**config.mk**
```make
export PLATFORM = sky130hd
export DESIGN_NAME = apb_syscfg_regs_mc
export DESIGN_NICKNAME = d
export VERILOG_FILES = /design/src/rtl/apb_syscfg_regs_mc.sv
export SDC_FILE = /design/constraint.sdc
export NUM_CORES = 1
export LEC_CHECK = 0
export ABC_AREA = 1
export BUFFER_PORTS_ARGS = -buffer_cell sky130_fd_sc_hd__clkbuf_2
export CAP_MARGIN = 20
export CORE_UTILIZATION = 31
export DETAILED_ROUTE_END_ITERATION = 8
export PLACE_DENSITY = 0.62
export SLEW_MARGIN = 10
export SYNTH_ARGS = -nofsm -noshare
export SYNTH_HDL_FRONTEND = slang
export SYNTH_SLANG_ARGS = --single-unit
```
**constraint.sdc**
```tcl
create_clock -name PCLK -period 3.85 [get_ports PCLK]
set_input_delay 1.155 -clock PCLK [delete_from_list [all_inputs] [get_ports PCLK]]
set_output_delay 1.155 -clock PCLK [all_outputs]
set_load 0.01 [all_outputs]
```
**src/rtl/apb_syscfg_regs_mc.sv**
```systemverilog
// APB system-configuration registers for NUM_CORES core complexes.
// Each core has a boot address and a reset control made of a held
// software level plus a self-timed pulse. A sticky global lock freezes
// the boot addresses; illegal accesses are answered with PSLVERR.
module apb_syscfg_regs_mc #(
  parameter int          APB_ADDR_WIDTH   = 12,
  parameter int          NUM_CORES        = 2,
  parameter logic [31:0] BOOT_RESET       = 32'h0000_0000,
  parameter int          RST_PULSE_CYCLES = 16
) (
  input  logic                      PCLK,
  input  logic                      PRESET,
  input  logic [APB_ADDR_WIDTH-1:0] PADDR,
  input  logic [31:0]               PWDATA,
  input  logic                      PWRITE,
  input  logic                      PSEL,
  input  logic                      PENABLE,
  output logic [31:0]               PRDATA,
  output logic                      PREADY,
  output logic                      PSLVERR,
  output logic [NUM_CORES*32-1:0]   cfg_boot,
  output logic [NUM_CORES-1:0]      cfg_rst
);

  typedef enum logic {S_IDLE, S_PULSE} state_t;

  localparam logic [7:0] PULSE_LEN = 8'(RST_PULSE_CYCLES);
  localparam logic [7:0] NCORES_B  = 8'(NUM_CORES);

  // Only the low 12 address bits are decoded.
  logic [11:0] a;
  logic [7:0]  idx;
  logic [1:0]  off;
  assign a   = PADDR[11:0];
  assign idx = a[11:4];
  assign off = a[3:2];

  if (APB_ADDR_WIDTH > 12) begin : g_addr_hi
    logic unused_paddr_hi;
    assign unused_paddr_hi = ^PADDR[APB_ADDR_WIDTH-1:12];
  end

  logic acc, wr, rd;
  assign acc = PSEL & PENABLE;
  assign wr  = acc & PWRITE;
  assign rd  = acc & ~PWRITE;

  logic core_hit, is_boot, is_rst, is_stat, is_lock, is_info, mapped;
  logic lock, err, ok_wr;

  assign core_hit = (idx < NCORES_B);
  assign is_boot  = core_hit & (off == 2'd0);
  assign is_rst   = core_hit & (off == 2'd1);
  assign is_stat  = core_hit & (off == 2'd2);
  assign is_lock  = (a == 12'hF00);
  assign is_info  = (a == 12'hF04);
  assign mapped   = is_boot | is_rst | is_stat | is_lock | is_info;

  assign err = acc & ((a[1:0] != 2'b00) | ~mapped |
                      (PWRITE & (is_stat | is_info)) |
                      (PWRITE & is_boot & lock));

  // Erroring accesses must have no side effect, so every write is gated here.
  assign ok_wr   = wr & ~err;
  assign PSLVERR = err;
  assign PREADY  = 1'b1;

  logic [NUM_CORES*32-1:0] boot_all;
  logic [NUM_CORES-1:0]    level_all;
  logic [NUM_CORES-1:0]    busy_all;

  assign cfg_boot = boot_all;

  // Sticky lock: set by writing 1, cleared only by PRESET.
  always_ff @(posedge PCLK) begin
    if (PRESET)                          lock <= 1'b0;
    else if (ok_wr && is_lock && PWDATA[0]) lock <= 1'b1;
  end

  for (genvar i = 0; i < NUM_CORES; i++) begin : g_core
    logic        sel, boot_we, rst_we, trig, level, level_n, rst_q;
    logic [31:0] boot;
    logic [7:0]  cnt, cnt_n;
    state_t      state, state_n;

    assign sel     = core_hit & (idx == 8'(i));
    assign boot_we = ok_wr & sel & is_boot;
    assign rst_we  = ok_wr & sel & is_rst;
    assign trig    = rst_we & PWDATA[1];
    assign level_n = rst_we ? PWDATA[0] : level;

    // Boot address register; the two low bits are hard-wired to zero.
    always_ff @(posedge PCLK) begin
      if (PRESET)       boot <= {BOOT_RESET[31:2], 2'b00};
      else if (boot_we) boot <= {PWDATA[31:2], 2'b00};
    end

    // Software-held reset level.
    always_ff @(posedge PCLK) begin
      if (PRESET) level <= 1'b1;
      else        level <= level_n;
    end

    // Pulse FSM state and down-counter.
    always_ff @(posedge PCLK) begin
      if (PRESET) begin
        state <= S_IDLE;
        cnt   <= 8'd0;
      end else begin
        state <= state_n;
        cnt   <= cnt_n;
      end
    end

    // Pulse FSM next state: a trigger always reloads, so retriggers extend seamlessly.
    always_comb begin
      state_n = state;
      cnt_n   = cnt;
      case (state)
        S_IDLE: begin
          if (trig) begin
            state_n = S_PULSE;
            cnt_n   = PULSE_LEN;
          end
        end
        S_PULSE: begin
          if (trig) begin
            cnt_n = PULSE_LEN;
          end else if (cnt == 8'd1) begin
            state_n = S_IDLE;
            cnt_n   = 8'd0;
          end else begin
            cnt_n = cnt - 8'd1;
          end
        end
        default: begin
          state_n = S_IDLE;
          cnt_n   = 8'd0;
        end
      endcase
    end

    // Registered effective reset, built from next-state values so it
    // lines up with the level/FSM registers and has no path from APB.
    always_ff @(posedge PCLK) begin
      if (PRESET) rst_q <= 1'b1;
      else        rst_q <= level_n | (state_n == S_PULSE);
    end

    assign boot_all[32*i +: 32] = boot;
    assign level_all[i]         = level;
    assign busy_all[i]          = (state == S_PULSE);
    assign cfg_rst[i]           = rst_q;
  end

  // Combinational read mux; zero outside a legal read.
  always_comb begin
    PRDATA = 32'h0;
    if (rd && !err) begin
      if (is_lock) begin
        PRDATA = {31'h0, lock};
      end else if (is_info) begin
        PRDATA = {16'h0, PULSE_LEN, NCORES_B};
      end else begin
        for (int i = 0; i < NUM_CORES; i++) begin
          if (idx == 8'(i)) begin
            case (off)
              2'd0:    PRDATA = boot_all[32*i +: 32];
              2'd1:    PRDATA = {31'h0, level_all[i]};
              2'd2:    PRDATA = {30'h0, busy_all[i], cfg_rst[i]};
              default: PRDATA = 32'h0;
            endcase
          end
        end
      end
    end
  end

endmodule
```
==> Word level (Yosys, flattened, before mapping) <==
Index checks and enable logic that the tools add are counted.
{ "word_totals": {"regBits": 83, "latch_bits": 0, "rom_bits": 0, "word_cells": 91, "ram_bits": 0, "mem_count": 0, "inputBits": 49, "out_inout_bits": 100} }
{ "op_classes": {"n_eq_ne": 9, "mux": 25, "n_reduce_logical": 7, "bitwise": 36, "addsub": 2, "shifts": 0, "n_div": 0, "n_mul": 0, "order_cmp": 1} }
{ "op_table": {"columns": ["cell", "count"], "rows": [
  ["one-hot mux 32 bit (3 select lines)", 2],
  ["2-to-1 mux 32 bit", 5],
  ["2-to-1 mux 8 bit", 6],
  ["one-hot mux 8 bit (2 select lines)", 2],
  ["== test 12 bit (second input constant)", 2],
  ["== test 8 x 1 -> 1 bit (second input constant)", 3],
  ["bitwise AND 1 bit", 21],
  ["subtractor 8 x 1 -> 8 bit (second input constant)", 2],
  ["bitwise OR 1 bit", 10],
  ["zero test 8 bit", 1],
  ["< comparator 8 x 2 -> 1 bit (second input constant)", 1],
  ["2-to-1 mux 1 bit", 8],
  ["NOT 1 bit", 5],
  ["inequality test 2 bit (second input constant)", 2],
  ["one-hot mux 1 bit (2 select lines)", 2],
  ["logical AND 1 bit", 3],
  ["== test 2 x 1 -> 1 bit (second input constant)", 1],
  ["== test 2 bit (second input constant)", 1],
  ["zero test 2 bit", 1],
  ["nonzero test 2 bit", 1],
  ["zero test 1 bit", 1]
]} }

==> Longest topological paths before layout <==
{ "logic_depth": {"depth_word": 19, "depth_mapped": 13, "mapped_depth_nobuf": 13} }

==> Worst setup path before layout <==
OpenSTA, ideal clock, no wires.
{ "synth_path": {"path_kind": "input to output", "from": "in PADDR[6]", "to": "out PRDATA[21]", "arrival_time_ns": 2.432, "required_time_ns": 2.695, "setup_slack_ns": 0.263, "cell_stages": 11, "path_cell_list": "inv_1 > nand2_1 > nor2_1 > nand3_1 > nand3_2 > nand2_1 > nor3_2 > nand4_1 > buf_2 > buf_6 > a21oi_2"} }
{ "synth_between": {"elab_chain_cells": 14, "word_cells_on_any_way": 28} }
{ "synth_lines": {"columns": ["item", "line_no", "rtl"], "rows": [
  ["start: declaration", "13", "input logic [APB_ADDR_WIDTH-1:0] PADDR,"],
  ["< comparator 8 x 2 -> 1 bit", "51", "assign core_hit = (idx < NCORES_B);"],
  ["bitwise AND 1 bit, on equally long branches", "52, 53", null],
  ["bitwise OR 1 bit (4 in a row)", "57", "assign mapped = is_boot | is_rst | is_stat | is_lock | is_info;"],
  ["NOT 1 bit", "59", "assign err = acc & ((a[1:0] != 2'b00) | ~mapped |"],
  ["bitwise OR 1 bit (2 in a row)", "59", null],
  ["bitwise OR 1 bit", "60", "(PWRITE & (is_stat | is_info)) |"],
  ["bitwise AND 1 bit", "59", null],
  ["zero test 1 bit", "159", "if (rd && !err) begin"],
  ["logical AND 1 bit", "159", null],
  ["2-to-1 mux 32 bit (*)", "159", null],
  ["end: declaration", "18", "output logic [31:0] PRDATA,"]
]} }
Every way passes the cells marked *; elsewhere a longest branch is shown, timed or not.

==> Worst setup path in the final report <==
{ "layout_path": {"from": "in PADDR[5]", "to": "out PRDATA[30]"} }
The elaborated chain is that of the path after synthesis.

==> metrics.txt <==
minimum setup slack in the final design=-10.2 ps; most area-consuming cells after synthesis=sky130_fd_sc_hd__dfxtp_1 (37%), sky130_fd_sc_hd__nand2_1 (13%), sky130_fd_sc_hd__nor2_1 (9.9%), sky130_fd_sc_hd__inv_1 (8.5%), sky130_fd_sc_hd__a211oi_2 (8.5%); busiest metal layer after global routing=met2; class of the worst hold path=flip-flop to flip-flop; CTS clock-pin slew for the worst setup and hold paths=70 ps; overflow left after global routing=0; post-synthesis cell count=642; Worst Hold Depth=2; First DRT Iteration DRCs=200; via total after detailed routing=4279; register share of total power=48.9%; launch instance of the worst min-delay path=g_core[1].cnt[5]$_SDFFE_PP0P_; net switching fraction of the power=24.4%; cell accounting for the most synthesized area=sky130_fd_sc_hd__dfxtp_1; met3 GRT Util=5.48%; summed instance area of the synthesized netlist=4440 um2; number of buffers and inverters on the critical path=5; peak clock frequency supported by timing=259 MHz; top fanout value on the critical path=8; Pint=0.00133 W; DPL Wire Length=8600 um; setup clock skew after layout=4.18 ps; WP data required=2690 ps; data arrival time of the worst path=2710 ps; average wire length per cell after detail routing=12.8 um; CTS buffer count=9; worst rel slew slack=56.1%; Detailed Route WL=12400 um; relative contribution of the clock network to total power=46.1%; Worst Setup Start Kind=primary input; Yosys warnings=0; router iterations before antenna repair=4; vias in the first global route=3802; most used standard cells in the synthesized netlist=sky130_fd_sc_hd__nand2_1 (157), sky130_fd_sc_hd__nor2_1 (117), sky130_fd_sc_hd__inv_1 (101); Yosys reg bits=83; cts-stage hold buffer count=0; buffer cell driving the clock tree root=sky130_fd_sc_hd__clkbuf_16; M1 GR Usage=21.0%; Synth Area in Adders=1.13%; gr usage total=17.1%; Final Wtd Congestion=0.840; Mapped Avg Cell Area=6.92 um2; clock latency on the worst-skew pair=340 ps; transition at the pin with the smallest max-transition slack=659 ps; Critical Path Slowest Stage Cell=sky130_fd_sc_hd__nor3_4; Rows=43; sequential element share of the synthesized area=37.4%; count of port buffers added during placement=143; R2R Path Start=lock$_SDFFE_PP0P_; fin nets=837; antenna cell count=0; compound-cell area share of the yosys netlist=15.7%; leakage component of the power=2.66 nW; top cell type's share of synthesized area=37.4%; final total power=0.00176 W; number of primary I/O pins=149; maximum number of pins on one net before global-route repair=39; worst setup path category=primary input to output pin; number of enable-type register cells in the synthesized netlist=0; Final Hold Fails=0; clock tree buffer depth=2; initial cell density of the core=31.9%; fraction of the core area covered by cells at the end of the flow=41.9%; violated checks=setup timing; Post-route DRC=0; XOR/XNOR Fraction of Synth Area=1.38%; multiplexer share of the synthesized area=0%; max-slew violation count=0; layout overhead on the synthesized area=31.5%; vertical die dimension=122 um; simple logic cell fraction of the synthesized area=30.3%; Async S/R FF share, synth=0%; antenna violations before repair=0; Max rail drop VDD=0.232 mV; GR Layer Usage met2=28.8%; PD cells=301 nW/um2; Reg-to-Reg End=g_core[1].boot[15]$_SDFFE_PP0P_; count of endpoints failing setup in the final report=10; placeable core region=13900 um2; worst hold path endpoint=g_core[1].cnt[5]$_SDFFE_PP0P_; top_reg_cell synth=sky130_fd_sc_hd__dfxtp_1; most frequent cell after synthesis=sky130_fd_sc_hd__nand2_1; CTS tree=yes; Comb power frac=5.0%; residual antenna-violating net count after detailed routing=0; wire length of the first global-routing pass=19300 um; sinks on the clock net=83; number of cells on the worst reg-to-reg path=12; average via count per standard cell=4.42; maximum cell stage delay along the critical path=180 ps; logic depth of the worst path, buffers included=13; Period minus WS final=3860 ps; result of the run=finished, violations left; sort of element at the end of the critical path=output pin; sequence of cells on the critical path=buf_8, inv_2, nand2_2, nor2_4, nand3_2, nand3_4, nand2_4, nor3_4, nand4_1, buf_6, clkbuf_16, a21oi_2, buf_2; cell type group with the largest total delay on the critical path=simple AND/OR/NAND/NOR gates; max-cap violations=0; dominant combinational cell family by area after synthesis=simple AND/OR/NAND/NOR gates; sw power=0.000428 W; crit share post-route=100%; fraction of final layout cells with drive strength greater than 1=34.7%; Distinct cells, synth=36; setup slack of the worst register-to-register path=1730 ps; die area=14800 um2; Chip Width=122 um; # H-tree levels=3; RSZ-0062 raised after global routing=true
worst reg2reg max path, cell delays in order, from the launching register on:
cell,delay [ps]
sky130_fd_sc_hd__dfxtp_1,350
sky130_fd_sc_hd__nor2_1,60
sky130_fd_sc_hd__nor2_1,80
sky130_fd_sc_hd__nand3_1,110
sky130_fd_sc_hd__nand2_1,80
sky130_fd_sc_hd__nand2_1,80
sky130_fd_sc_hd__nand3_4,100
sky130_fd_sc_hd__nor3_2,60
sky130_fd_sc_hd__nand2_2,410
sky130_fd_sc_hd__buf_4,440
sky130_fd_sc_hd__nand2_1,110
sky130_fd_sc_hd__nand2_1,90
sky130_fd_sc_hd__nor2_1,40
kinds of logic after synthesis:
kind of cell    after synthesis
buf+inv                     141
simple gates                322
other cells                   2
fa+ha+maj                     4
xor+xnor                      7
flops                        83
compound gates               83
sequential cells by signal, indices dropped and copies added (netlist names):
name	flops
g_core.state	2
g_core.level	2
lock	1
g_core.cnt	16
g_core.boot	60
g_core.rst_q	2
placed cells by master, fill, tap and decap left out, drive strengths merged:
| cell type | count |
|---|---|
| buf | 56 |
| o31ai | 1 |
| xor2 | 3 |
| a311oi | 1 |
| or2 | 5 |
| nand4 | 5 |
| dfxtp | 83 |
| clkinv | 6 |
| a211oi | 30 |
| o21ai | 5 |
| a221oi | 3 |
| inv | 102 |
| clkinvlp | 2 |
| o22ai | 1 |
| a21oi | 40 |
| nand2 | 158 |
| xnor2 | 4 |
| nor2 | 119 |
| nand3 | 26 |
| nor4 | 1 |
| a31oi | 2 |
| nor3 | 7 |
| ha | 4 |
| clkbuf | 119 |
| conb | 5 |
| and2 | 1 |
routing by layer:
layer	share of wire, %	wire length [um]
met5	0	0
met4	0.84	104
met3	6.2	766
met2	47	5810
met1	46	5720
cell type report:
class	count	area, um2
Clock buffer	10	229
Clock inverter	6	42.5
Fill cell	1444	8090
Inverter	104	393
Multi-Input combinational cell	421	2320
Sequential cell	83	1660
Tap cell	180	225
Timing Repair Buffer	165	970
timing repair:
item / 4_1_cts / 5_1_grt
resized for setup: 4 / 94
cloned: 0 / 2
endpoints found under the setup margin: 30 / 32
pin swaps: 0 / 14
setup buffers: 0 / 2
power by group through the flow:
stage	combinational, W	clock, W	sequential (W)
after global placement	0.0000763	0	0.000878
after global routing	0.0000972	0.000870	0.000858
after floorplan	0.0000359	0	0.000878
after CTS	0.0000772	0.000830	0.000858
final	0.0000883	0.000809	0.000858
after detailed placement	0.0000760	0	0.000878
worst max path at each step:
stage                   from    endpoint  slack [ps]
finish              PADDR[5]  PRDATA[30]         -10
global route        PADDR[2]  PRDATA[30]        -130
CTS                 PADDR[6]  PRDATA[15]           1
detailed placement  PADDR[6]   PRDATA[1]        -140
global placement    PADDR[6]   PRDATA[1]        -130
floorplan           PADDR[6]  PRDATA[21]         260
through the flow:
stage	worst slack [ps]	setup TNS (ps)	hold WS, ps	instance area (um2)	cells
after global placement	-132	-200	460	5310	949
after global routing	-133	-3420	495	5840	969
after CTS	1.35	0	472	5600	965
after floorplan	263	0	444	4450	645
final	-10.2	-46.3	471	5840	969
after detailed placement	-141	-1280	461	5310	949
Power figures use the tool's default switching activity.
